[src/rtl/axi_res_pkg.sv]
// Shared types for the LR/SC reservation path: table command opcodes and
// the scheduler state encoding, used by the scheduler, the table and the adapters.
package axi_res_pkg;

    typedef enum logic [1:0] {
        SET   = 2'b00,
        CHECK = 2'b01,
        CLR   = 2'b10
    } res_op_t;

    typedef enum logic [1:0] {
        IDLE     = 2'b00,
        ISSUE    = 2'b01,
        WAIT_RSP = 2'b10
    } res_state_t;

    // Index width that stays at least one bit wide for single-port builds.
    function automatic int unsigned idx_width(input int unsigned n);
        return (n > 1) ? $clog2(n) : 1;
    endfunction

endpackage

[src/rtl/axi_res_rr_pick.sv]
// Round-robin selector: first set bit of (req & mask) scanning upward from ptr
// with wrap-around; ptr = 0 turns it into a lowest-index-first priority pick.
module axi_res_rr_pick #(
    parameter int unsigned N     = 2,
    parameter int unsigned IDX_W = 1
) (
    input  logic [N-1:0]     req,
    input  logic [N-1:0]     mask,
    input  logic [IDX_W-1:0] ptr,
    output logic [IDX_W-1:0] idx,
    output logic             found
);

    logic [N-1:0] cand;

    always_comb begin
        int unsigned j;
        cand  = req & mask;
        idx   = '0;
        found = 1'b0;
        j     = 0;
        for (int k = 0; k < int'(N); k++) begin
            j = (int'(ptr) + k) % N;
            if (!found && cand[j[IDX_W-1:0]]) begin
                found = 1'b1;
                idx   = j[IDX_W-1:0];
            end
        end
    end

endmodule

[src/rtl/axi_res_sched.sv]
// Arbitrates LR/SC adapter commands onto one reservation table port, one
// command outstanding at a time, with CLR priority and starvation escape.
module axi_res_sched
    import axi_res_pkg::*;
#(
    parameter int unsigned N_PORTS        = 2,
    parameter int unsigned AXI_ADDR_WIDTH = 64,
    parameter int unsigned AXI_ID_WIDTH   = 4,
    parameter int unsigned STARVE_MAX     = 4
) (
    input  logic                                     clk_i,
    input  logic                                     rst_ni,
    input  logic [N_PORTS-1:0]                       req_valid_i,
    input  logic [2*N_PORTS-1:0]                     req_op_i,
    input  logic [AXI_ADDR_WIDTH*N_PORTS-1:0]        req_addr_i,
    input  logic [AXI_ID_WIDTH*N_PORTS-1:0]          req_id_i,
    output logic [N_PORTS-1:0]                       req_ready_o,
    output logic                                     rsp_res_o,
    output logic                                     tbl_valid_o,
    input  logic                                     tbl_ready_i,
    output logic [1:0]                               tbl_op_o,
    output logic [AXI_ADDR_WIDTH-1:0]                tbl_addr_o,
    output logic [AXI_ID_WIDTH+$clog2(N_PORTS)-1:0]  tbl_id_o,
    input  logic                                     tbl_rsp_valid_i,
    input  logic                                     tbl_res_i,
    output res_state_t                               dbg_state_o
);

    localparam int unsigned IDX_W = idx_width(N_PORTS);
    localparam int unsigned CNT_W = $clog2(STARVE_MAX + 1);

    // Handshake: a requester holds valid/op/addr/id until req_ready_o pulses;
    // the table command is held while tbl_valid_o && !tbl_ready_i.
    res_state_t                state_q, state_d;
    logic [IDX_W-1:0]          g_q, g_d, ptr_q, ptr_d;
    logic [CNT_W-1:0]          cnt_q [N_PORTS];
    logic [N_PORTS-1:0]        clr_req, sc_req, starved, pick_mask;
    logic [IDX_W-1:0]          pick_ptr, win;
    logic                      win_found, arb;
    res_op_t                   op_g;
    logic [AXI_ADDR_WIDTH-1:0] addr_g;
    logic [AXI_ID_WIDTH-1:0]   id_g;

    always_comb begin
        clr_req = '0;
        sc_req  = '0;
        starved = '0;
        op_g    = SET;
        addr_g  = '0;
        id_g    = '0;
        for (int i = 0; i < int'(N_PORTS); i++) begin
            clr_req[i] = req_valid_i[i] && (req_op_i[2*i +: 2] == CLR);
            sc_req[i]  = req_valid_i[i] && (req_op_i[2*i +: 2] != CLR);
            starved[i] = sc_req[i] && (cnt_q[i] == CNT_W'(STARVE_MAX));
            if (IDX_W'(i) == g_q) begin
                op_g   = res_op_t'(req_op_i[2*i +: 2]);
                addr_g = req_addr_i[AXI_ADDR_WIDTH*i +: AXI_ADDR_WIDTH];
                id_g   = req_id_i[AXI_ID_WIDTH*i +: AXI_ID_WIDTH];
            end
        end
    end

    // Starved SET/CHECK beats CLR (lowest index first); otherwise CLR class first.
    assign pick_mask = (|starved) ? starved : ((|clr_req) ? clr_req : sc_req);
    assign pick_ptr  = (|starved) ? '0 : ptr_q;

    axi_res_rr_pick #(
        .N     (N_PORTS),
        .IDX_W (IDX_W)
    ) u_pick (
        .req   (req_valid_i),
        .mask  (pick_mask),
        .ptr   (pick_ptr),
        .idx   (win),
        .found (win_found)
    );

    always_comb begin
        state_d     = state_q;
        g_d         = g_q;
        ptr_d       = ptr_q;
        arb         = 1'b0;
        tbl_valid_o = 1'b0;
        req_ready_o = '0;
        rsp_res_o   = 1'b0;
        unique case (state_q)
            IDLE: begin
                if (win_found) begin
                    arb     = 1'b1;
                    g_d     = win;
                    ptr_d   = (win == IDX_W'(N_PORTS - 1)) ? '0 : win + 1'b1;
                    state_d = ISSUE;
                end
            end
            ISSUE: begin
                tbl_valid_o = 1'b1;
                if (tbl_ready_i) begin
                    if (op_g == CHECK) begin
                        state_d = WAIT_RSP;
                    end else begin
                        req_ready_o[g_q] = 1'b1;
                        state_d          = IDLE;
                    end
                end
            end
            WAIT_RSP: begin
                if (tbl_rsp_valid_i) begin
                    req_ready_o[g_q] = 1'b1;
                    rsp_res_o        = tbl_res_i;
                    state_d          = IDLE;
                end
            end
            default: state_d = IDLE;
        endcase
    end

    assign tbl_op_o   = tbl_valid_o ? op_g : 2'b00;
    assign tbl_addr_o = tbl_valid_o ? addr_g : '0;

    generate
        if (N_PORTS > 1) begin : g_id_idx
            assign tbl_id_o = tbl_valid_o ? {g_q, id_g} : '0;
        end else begin : g_id_noidx
            assign tbl_id_o = tbl_valid_o ? id_g : '0;
        end
    endgenerate

    assign dbg_state_o = state_q;

    always_ff @(posedge clk_i or negedge rst_ni) begin
        if (!rst_ni) begin
            state_q <= IDLE;
            g_q     <= '0;
            ptr_q   <= '0;
        end else begin
            state_q <= state_d;
            g_q     <= g_d;
            ptr_q   <= ptr_d;
        end
    end

    // Counters move only on an arbitration: losers with SET/CHECK age, winner resets.
    always_ff @(posedge clk_i or negedge rst_ni) begin
        if (!rst_ni) begin
            for (int i = 0; i < int'(N_PORTS); i++) cnt_q[i] <= '0;
        end else if (arb) begin
            for (int i = 0; i < int'(N_PORTS); i++) begin
                if (IDX_W'(i) == win) begin
                    cnt_q[i] <= '0;
                end else if (sc_req[i] && (cnt_q[i] != CNT_W'(STARVE_MAX))) begin
                    cnt_q[i] <= cnt_q[i] + 1'b1;
                end
            end
        end
    end

endmodule

[config.mk]
export PLATFORM = sky130hd
export DESIGN_NAME = axi_res_sched
export DESIGN_NICKNAME = d
export VERILOG_FILES = /design/src/rtl/axi_res_pkg.sv /design/src/rtl/axi_res_rr_pick.sv /design/src/rtl/axi_res_sched.sv
export SDC_FILE = /design/constraint.sdc
export NUM_CORES = 1
export LEC_CHECK = 0
export ABC_AREA = 1
export CORE_AREA = 2 2 86 88
export DETAILED_ROUTE_END_ITERATION = 12
export DIE_AREA = 0 0 88 90
export GPL_TIMING_DRIVEN = 1
export PLACE_DENSITY = 0.78
export SLEW_MARGIN = 20
export SYNTH_ARGS = -nofsm -noshare
export SYNTH_HDL_FRONTEND = slang
export SYNTH_HIERARCHICAL = 1
export SYNTH_SLANG_ARGS = --single-unit
[constraint.sdc]
create_clock -name clk_i -period 2.2 [get_ports clk_i]
set_input_delay 0.33 -clock clk_i [delete_from_list [all_inputs] [get_ports clk_i]]
set_output_delay 0.33 -clock clk_i [all_outputs]
set_load 0.03 [all_outputs]
# Yosys cells after proc, flatten, opt, wreduce, memory -nomap -nowiden
# Index checks and enable logic that the tools add are counted.
[totals] register_bits=10 inputBits=147
[classes] muxes=38 n_eq_ne=15 n_reduce_logical=19 order_cmp=4 n_bitwise=1 addsub=4
[op_table] cell="64-bit 2-to-1 mux" n=2
[op_table] cell="2-bit 2-to-1 mux" n=11
[op_table] cell="1-bit 2-to-1 mux" n=16
[op_table] cell="3-bit 2-to-1 mux" n=4
[op_table] cell="1-bit logical AND" n=10
[op_table] cell="2-bit inequality test, second input constant" n=4
[op_table] cell="3-bit by 1-bit adder with 3-bit output, second input constant" n=2
[op_table] cell="2-bit equality test, second input constant" n=3
[op_table] cell="3-bit equality test, second input constant" n=2
[op_table] cell="1-bit by 2-bit less-than comparator with 1-bit output, second input constant" n=3
[op_table] cell="3-bit inequality test, second input constant" n=2
[op_table] cell="2-bit case mux with 3 select lines" n=1
[op_table] cell="2-bit AND reduction" n=3
[op_table] cell="5-bit 2-to-1 mux" n=1
[op_table] cell="2-bit by 1-bit equality test with 1-bit output, second input constant" n=2
[op_table] cell="4-bit 2-to-1 mux" n=1
[op_table] cell="2-bit by 1-bit inequality test with 1-bit output, second input constant" n=2
[op_table] cell="2-bit case mux with 2 select lines" n=1
[op_table] cell="2-bit OR reduction" n=2
[op_table] cell="3-bit AND reduction" n=1
[op_table] cell="1-bit adder, second input constant" n=2
[op_table] cell="2-bit AND" n=1
[op_table] cell="2-bit logical NOT" n=1
[op_table] cell="2-bit nonzero test" n=1
[op_table] cell="3 further kinds" n=3

# Longest topological paths before layout
# Gate-level depths: netlist of run 1.
[depth] word_depth=15 depth_mapped=15 depth_no_buf=15

# Modules after synthesis
# The synthesis of run 1 kept the hierarchy.
[modules_own_cells] mod="axi_res_sched" cells_each=343 area_each_um2=1761.7 n_inst=1
[modules_own_cells] mod="axi_res_rr_pick" cells_each=5 area_each_um2=18.8 n_inst=1

# Worst setup path before layout of run 1
# OpenSTA, ideal clock, no wires.
[synth_timing] path_type="register to output" from="register state_q[1] (netlist: dbg_state_o[1])" to="output tbl_addr_o[49]" t_arrival_ns=1.877 slack_ns=-0.007 path_stages_with_launch=7 n_path_buf=2 required_ns=1.870 path_cell_list="dfrtp_1 > inv_1 > ha_1 > buf_6 > buf_6 > o21ai_1 > nor2_1"
[synth_via] elab_chain_len=3
[synth_rtl] element="start: declaration" line="axi_res_sched.sv:34" text="res_state_t state_q, state_d;"
[synth_rtl] element="start signal: assignment" line="axi_res_sched.sv:136" text="state_q <= state_d;"
[synth_rtl] element="2-bit by 1-bit equality test with 1-bit output" line="axi_res_sched.sv:86" text="unique case (state_q)"
[synth_rtl] element="1-bit 2-to-1 mux" line="axi_res_sched.sv:86"
[synth_rtl] element="net tbl_valid_o" line="axi_res_sched.sv:19" text="output logic tbl_valid_o,"
[synth_rtl] element="64-bit 2-to-1 mux" line="axi_res_sched.sv:118" text="assign tbl_addr_o = tbl_valid_o ? addr_g : '0;"
[synth_rtl] element="end: declaration" line="axi_res_sched.sv:22" text="output logic [AXI_ADDR_WIDTH-1:0] tbl_addr_o,"
# The timed path passes the listed nets, and every way through them passes these cells.

# Worst setup path after layout of run 1
[layout_timing] from="register state_q[1] (netlist: dbg_state_o[1])" to="output tbl_addr_o[55]"
[layout_via] elab_chain_len=3
[layout_rtl] element="2-bit by 1-bit equality test with 1-bit output" line="axi_res_sched.sv:86"
[layout_rtl] element="1-bit 2-to-1 mux" line="axi_res_sched.sv:86"
[layout_rtl] element="64-bit 2-to-1 mux" line="axi_res_sched.sv:118"
# No other way between the ends.

==> flow_summary_export.csv, run 1 <==
group,metric,value,unit
sta,hold_viol,0,
grt,grt_max_degree,41,
floorplan,placementRows,31,
sta,slew_violations,0,
clocking,cts_buffer_depth,2,
grt,grt_usage,22.72,%
setup_path,r2r-start,"cnt_q[3]",
setup_path,cpPeakStageDelay,0.41,ns
setup_path,reg2reg_slack,0.28,ns
detailed_routing,vias_per_cell,4.618,
logic_synthesis,ys_top_cells_by_area,"nor2_1, o21ai_0, dfrtp_1",
sta,tns,0,ns
sta,setup_violations,0,
logic_synthesis,yosysMostFrequentCell,"nor2_1",
logic_synthesis,syn_area_per_cell,5.116,µm²
setup_path,critPathKind,"reg -> out",
logic_synthesis,syn_area,1780,µm²
sta,post-route-min-period,2.079,ns
setup_path,worstSetupEndpointType,"output pin",
logic_synthesis,synth_top_area_cell,"nor2_1",
setup_path,cp_slowest_cell,"dlygate4sd2_1",
logic_synthesis,synthCells,348,
floorplan,initial_core_util,25.36,%
setup_path,cp_top_family,"buffers and inverters",
setup_path,cp.required,1.87,ns
job,drv_cap,0,
setup_path,r2r_end,"cnt_q[3]",
logic_synthesis,synth_top_area_share,31.41,%
clocking,clk_pin_slew_worst_paths,0.05,ns
grt,grt_pass1_vias,2902,
final_layout,syn_to_final_growth,131.2,%
setup_path,worstPathBufferInverterCount,3,
sta,worstMarginPinSlew,0.4537,ns
detailed_routing,post_drt_wl_per_cell,14.50,µm
pwr,vdd_drop_max,0.5295,mV
placement,place_area,4026,µm²
grt,grt_pass1_wl,14.52,mm
clocking,cts_made_buffers,3,
placement,dp_hpwl,7.805,mm
logic_synthesis,yosys-top-cells-count,"nor2_1, o21ai_0, nand2_1",
clocking,cts_tree,"built",
sta,rsz0062_at_grt,"no",
detailed_routing,wl,9.688,mm
setup_path,cp-start-kind,"flip-flop",
logic_synthesis,yosysWarnings,6,
clocking,clock_latency,0.24,ns
floorplan,core_area,7020,µm²
sta,fin_skew,0.001123,ns
final_layout,final_net_count,725,
placement,io_buffers,223,
pwr,powerDensity,1378,nW/µm²
clocking,clockRootBuffer,"clkbuf_8",
detailed_routing,first_pass_iters,5,
floorplan,ioPinCount,224,
setup_path,r2r_cells,14,
final_layout,antenna-diode-count,0,
final_layout,design_area,4116,µm²
clocking,cts.sinks,10,
floorplan,die_h,90,µm
sta,max_freq,481.0,MHz
setup_path,crit_chain,"inv_1, ha_4, clkbuf_4, o21ai_1, nor2_1, dlygate4sd2_1",
setup_path,critical_path_arrival,1.75,ns
setup_path,critPathMaxFanout,12,
logic_synthesis,synth_nets,503,
logic_synthesis,synthDistinctLibCells,20,
logic_synthesis,synthFlopType,"dfrtp_1",
sta,final.period_utilization,94.51,%
detailed_routing,route.detailed.drc,0,
final_layout,drive_above_1_share,16.70,%
floorplan,die_w,88,µm
placement,place_congestion,0.9550,
detailed_routing,ant_nets,0,
floorplan,dieArea,7920,µm²
logic_synthesis,ys_ff_latch,10,
hold_path,hold_class,"in -> async",
detailed_routing,drt-initial-drc-count,118,
logic_synthesis,synth_sequential_area_ratio,14.05,%
logic_synthesis,synth-edff-count,0,
logic_synthesis,synthArstFlopShare,100.0,%
pwr,p_leak,2.049,nW
grt,antenna_found_initial,0,
sta,slew_headroom,69.66,%
grt,grt_remaining_overflow,0,
clocking,h-tree-depth,1,
detailed_routing,num_vias,3085,
run_status,outcome,"completed",
==> kinds of logic after synthesis <==
kind of cell | count (synthesis) | share of synthesized area, %
buf+inv | 48 | 12.86
xor+xnor | 1 | 0.4920
fa+ha+maj | 8 | 5.622
simple gates | 203 | 44.84
compound gates | 78 | 22.14
flops | 10 | 14.05
==> power by group <==
group	internal (mW)	switching, mW	total, mW	leakage [nW]
registers	0.252	0.0615	0.313	0.129
logic	1.89	3.24	5.13	1.89
clock network	0.157	0.0719	0.229	0.0288
==> worst reg2reg max path: stages, from the launching register on <==
cell and delay [ns]:
dfrtp_1 0.38, inv_1 0.07, ha_1 0.19, nand2_1 0.08, inv_1 0.08, nand2_1 0.11
nand2_1 0.06, o21ai_1 0.11, nand2_1 0.08, nand2_1 0.08, nand2_1 0.13, inv_1 0.14
nand3_1 0.14, nand3_1 0.10, nand2_1 0.05
==> stage by stage <==
| step | util (%) | hold WS, ns | instances | power, mW | worst slack, ns |
|---|---|---|---|---|---|
| 6_report | 58.63 | 0.4114 | 668 | 5.673 | 0.1208 |
| 5_1_grt | 58.63 | 0.4450 | 668 | 6.063 | 0.003373 |
| 4_1_cts | 58.19 | 0.4316 | 667 | 5.671 | 0.001590 |
| 3_5_place_dp | 57.35 | 0.5138 | 663 | 5.433 | 0.02316 |
| 3_3_place_gp | 57.35 | 0.4968 | 663 | 5.379 | 0.1130 |
| 2_1_floorplan | - | 0.03441 | 348 | 3.432 | 0.1386 |
==> worst max path at each step <==
stage,cells past startpoint,start,endpoint
2_1_floorplan,6,dbg_state_o[1],tbl_addr_o[49]
3_3_place_gp,14,req_op_i[2],cnt_q[4]
3_5_place_dp,13,req_op_i[2],cnt_q[1]
4_1_cts,5,dbg_state_o[1],tbl_addr_o[48]
5_1_grt,10,dbg_state_o[1],req_ready_o[1]
6_report,6,dbg_state_o[1],tbl_addr_o[55]
==> registers in the layout, indices dropped and copies added (netlist names) <==
name	cells
g_q	1
ptr_q	1
dbg_state_o	2
cnt_q	6
==> cell type report <==
type                            count  area (µm²)
Fill cell                         689        2904
Timing Repair Buffer              239        2267
Multi-Input combinational cell    290        1316
Sequential cell                    10       251.5
Tap cell                           99       123.9
Inverter                           26       102.6
Clock buffer                        4       55.05
==> cells in the final DEF (no fill, tap or decap), types with 3 or more instances in the layout <==
cell and n:
dfrtp_1 9, nor2_1 148, o21ai_1 14, buf_12 5, nand2_1 34, dlymetal6s2s_1 6
clkbuf_8 4, inv_1 24, nand2_2 3, buf_4 73, nand3_1 14, dlygate4sd2_1 5
o21ai_0 62, clkdlybuf4s50_1 148, ha_1 7
==> routing by layer <==
metal	GRT usage, %	wire (µm)	vias up
met5	0	0	-
met1	27.08	3814	1390
met3	4.591	820	23
li1	-	-	1539
met2	39.52	4743	133
met4	8.077	309	0
==> what timing repair did <==
action | in CTS | in global routing
gates resized for setup | 6 | 9
setup endpoints to repair | 29 | 26
hold buffers | 0 | 0
setup buffers | 0 | 1
hold endpoints to repair | 0 | 0
Note: power is estimated with default switching activity, not from simulation.
==> run 2, diff against run 1 <==
--- a/config.mk
+++ b/config.mk
@@ -6,11 +6,11 @@
 export NUM_CORES = 1
 export LEC_CHECK = 0
 export ABC_AREA = 1
-export CORE_AREA = 2 2 86 88
+export CORE_MARGIN = 2
+export CORE_UTILIZATION = 26
 export DETAILED_ROUTE_END_ITERATION = 12
-export DIE_AREA = 0 0 88 90
 export GPL_TIMING_DRIVEN = 1
-export PLACE_DENSITY = 0.78
+export PLACE_DENSITY = 0.79
 export SLEW_MARGIN = 20
 export SYNTH_ARGS = -nofsm -noshare
 export SYNTH_HDL_FRONTEND = slang
==> flow_summary_export.csv, run 2 (synthesis gave the netlist of run 1 again) <==
group,metric,value,unit
sta,hold_viol,0,
setup_path,cp.required,1.87,ns
floorplan,die_w,86.75,µm
pwr,powerDensity,1425,nW/µm²
floorplan,placementRows,30,
final_layout,largest_reg_flops,6,
floorplan,initial_core_util,26.50,%
floorplan,die_h,86.75,µm
clocking,cts_setup_buffers,0,
clocking,cts_buffer_depth,2,
run_status,outcome,"completed",
clocking,cts_tree,"built",
grt,grt_pass1_wl,13.82,mm
sta,post-route-min-period,2.073,ns
detailed_routing,wl,9.451,mm
floorplan,core_area,6719,µm²
setup_path,cp_top_family,"buffers and inverters",
pwr,vdd_drop_max,1.243,mV
setup_path,critPathKind,"reg -> out",
setup_path,cp_slowest_cell,"dfrtp_2",
placement,place_congestion,0.8066,
clocking,cts_made_buffers,3,
setup_path,cp-start-kind,"flip-flop",
sta,final.period_utilization,94.21,%
clocking,cts.sinks,10,
floorplan,ioPinCount,224,
detailed_routing,vias_per_cell,4.677,
final_layout,regMostFlops,"cnt_q",
grt,antenna_found_initial,0,
clocking,h-tree-depth,1,
sta,fin_skew,0.002563,ns
grt,grt_usage,23.10,%
grt,grt_pass1_vias,2798,
pwr,p_leak,2.004,nW
detailed_routing,ant_nets,0,
setup_path,cpPeakStageDelay,0.43,ns
final_layout,final_common_cell,"clkdlybuf4s50_1",
final_layout,antenna-diode-count,0,
sta,rsz0062_at_grt,"no",
floorplan,dieArea,7526,µm²
setup_path,worstPathBufferInverterCount,3,
final_layout,instances_no_fill,644,
setup_path,critical_path_arrival,1.74,ns
placement,io_buffers,223,
grt,grt_max_degree,38,
sta,max_freq,482.5,MHz
job,drv_cap,0,
pwr,total_power,5.972,mW
setup_path,worstSetupEndpointType,"output pin",
setup_path,r2r_cells,14,
clocking,clock_latency,0.24,ns
placement,dp.cells,640,
placement,dp_hpwl,7.661,mm
final_layout,final_util,62.38,%
final_layout,drive_above_1_share,15.78,%
clocking,clk_pin_slew_worst_paths,0.05,ns
final_layout,n_fill_cell,626,
final_layout,syn_to_final_growth,135.4,%
hold_path,hold_class,"in -> async",
clocking,cts_hold_buf,0,
clocking,clockRootBuffer,"clkbuf_8",
sta,setup_violations,0,
detailed_routing,first_pass_iters,4,
sta,worstMarginPinSlew,0.4393,ns
setup_path,worst-path-stages,5,
grt,grt_remaining_overflow,0,
final_layout,final_net_count,720,
setup_path,crit_chain,"inv_4, buf_4, nor2_1, nor2_1, buf_12",
sta,slew_headroom,70.62,%
detailed_routing,post_drt_wl_per_cell,14.68,µm
sta,slew_violations,0,
final_layout,layout_common_cells,"clkdlybuf4s50_1, nor2_1, o21ai_0, buf_4, nand2_1",
setup_path,crit_top_cell,"nor2_1",
setup_path,critPathMaxFanout,37,
detailed_routing,route.detailed.drc,0,
detailed_routing,drt-initial-drc-count,103,
detailed_routing,num_vias,3012,
==> run 2: cell count changes in the layout (fill, tap and decap cells not counted), sizes merged <==
cell | before | now
dlygate4sd2 | 5 | 17
buf | 79 | 69
dlymetal6s2s | 6 | 0
clkbuf | 5 | 4
==> run 2: final timing paths <==
kind                            startpoint             to  slack (ns)
worst max-delay path                   g_q  tbl_addr_o[2]        0.13
worst min-delay path                rst_ni       cnt_q[5]        0.40
worst max register to register    cnt_q[3]       cnt_q[3]        0.29
worst min register to register    cnt_q[1]       cnt_q[1]        0.52
max in group asynchronous           rst_ni            g_q        1.47
min in group clk_i                cnt_q[1]       cnt_q[1]        0.52
==> run 2: power breakdown <==
part	total, mW	leakage, nW	switching, mW	internal [mW]
clock network	0.230	0.0288	0.0725	0.157
registers	0.317	0.129	0.0655	0.252
logic	5.42	1.85	3.31	2.12
total	5.97	2.00	3.44	2.53
==> run 2: layout make-up <==
cell class                 count  area (µm²)  share of cell area (%)
clock buffer                   4       55.05                   1.313
inverter                      26       100.1                   2.388
multi-input combinational    290        1324                   31.58
sequential                    10       251.5                   6.000
tap                           80       100.1                   2.388
timing repair buffer         234        2361                   56.33
==> run 2: what timing repair did <==
item	4_1_cts	5_1_grt
pin swaps	1	1
resized for setup	20	7
setup endpoints to repair	43	21
==> run 2: worst reg2reg max path: cells and delay by family, from the launching register on <==
family                     cells  cell delay [ns]
buffers and inverters          3             0.27
AOI/OAI and AO/OA              1             0.11
and+or+nand+nor                9             0.85
adders and majority gates      1             0.20
DFF                            1             0.37
==> run 2: stage by stage <==
step	setup TNS, ns	setup WS [ns]	cell area (µm²)	hold slack (ns)
after floorplan	0	0.1386	1783	0.03441
after global placement	0	0.03867	4125	0.5035
after detailed placement	-0.2100	-0.04825	4125	0.5160
after CTS	0	0.009950	4177	0.4099
after global routing	0	0.009396	4192	0.4176
final	0	0.1274	4192	0.4007
==> run 2: per-layer routing <==
layer	wire [µm]	global-route usage, %
met3	851	6.286
met5	0	0
met1	3772	28.14
met2	4690	40.28
met4	136	5.540
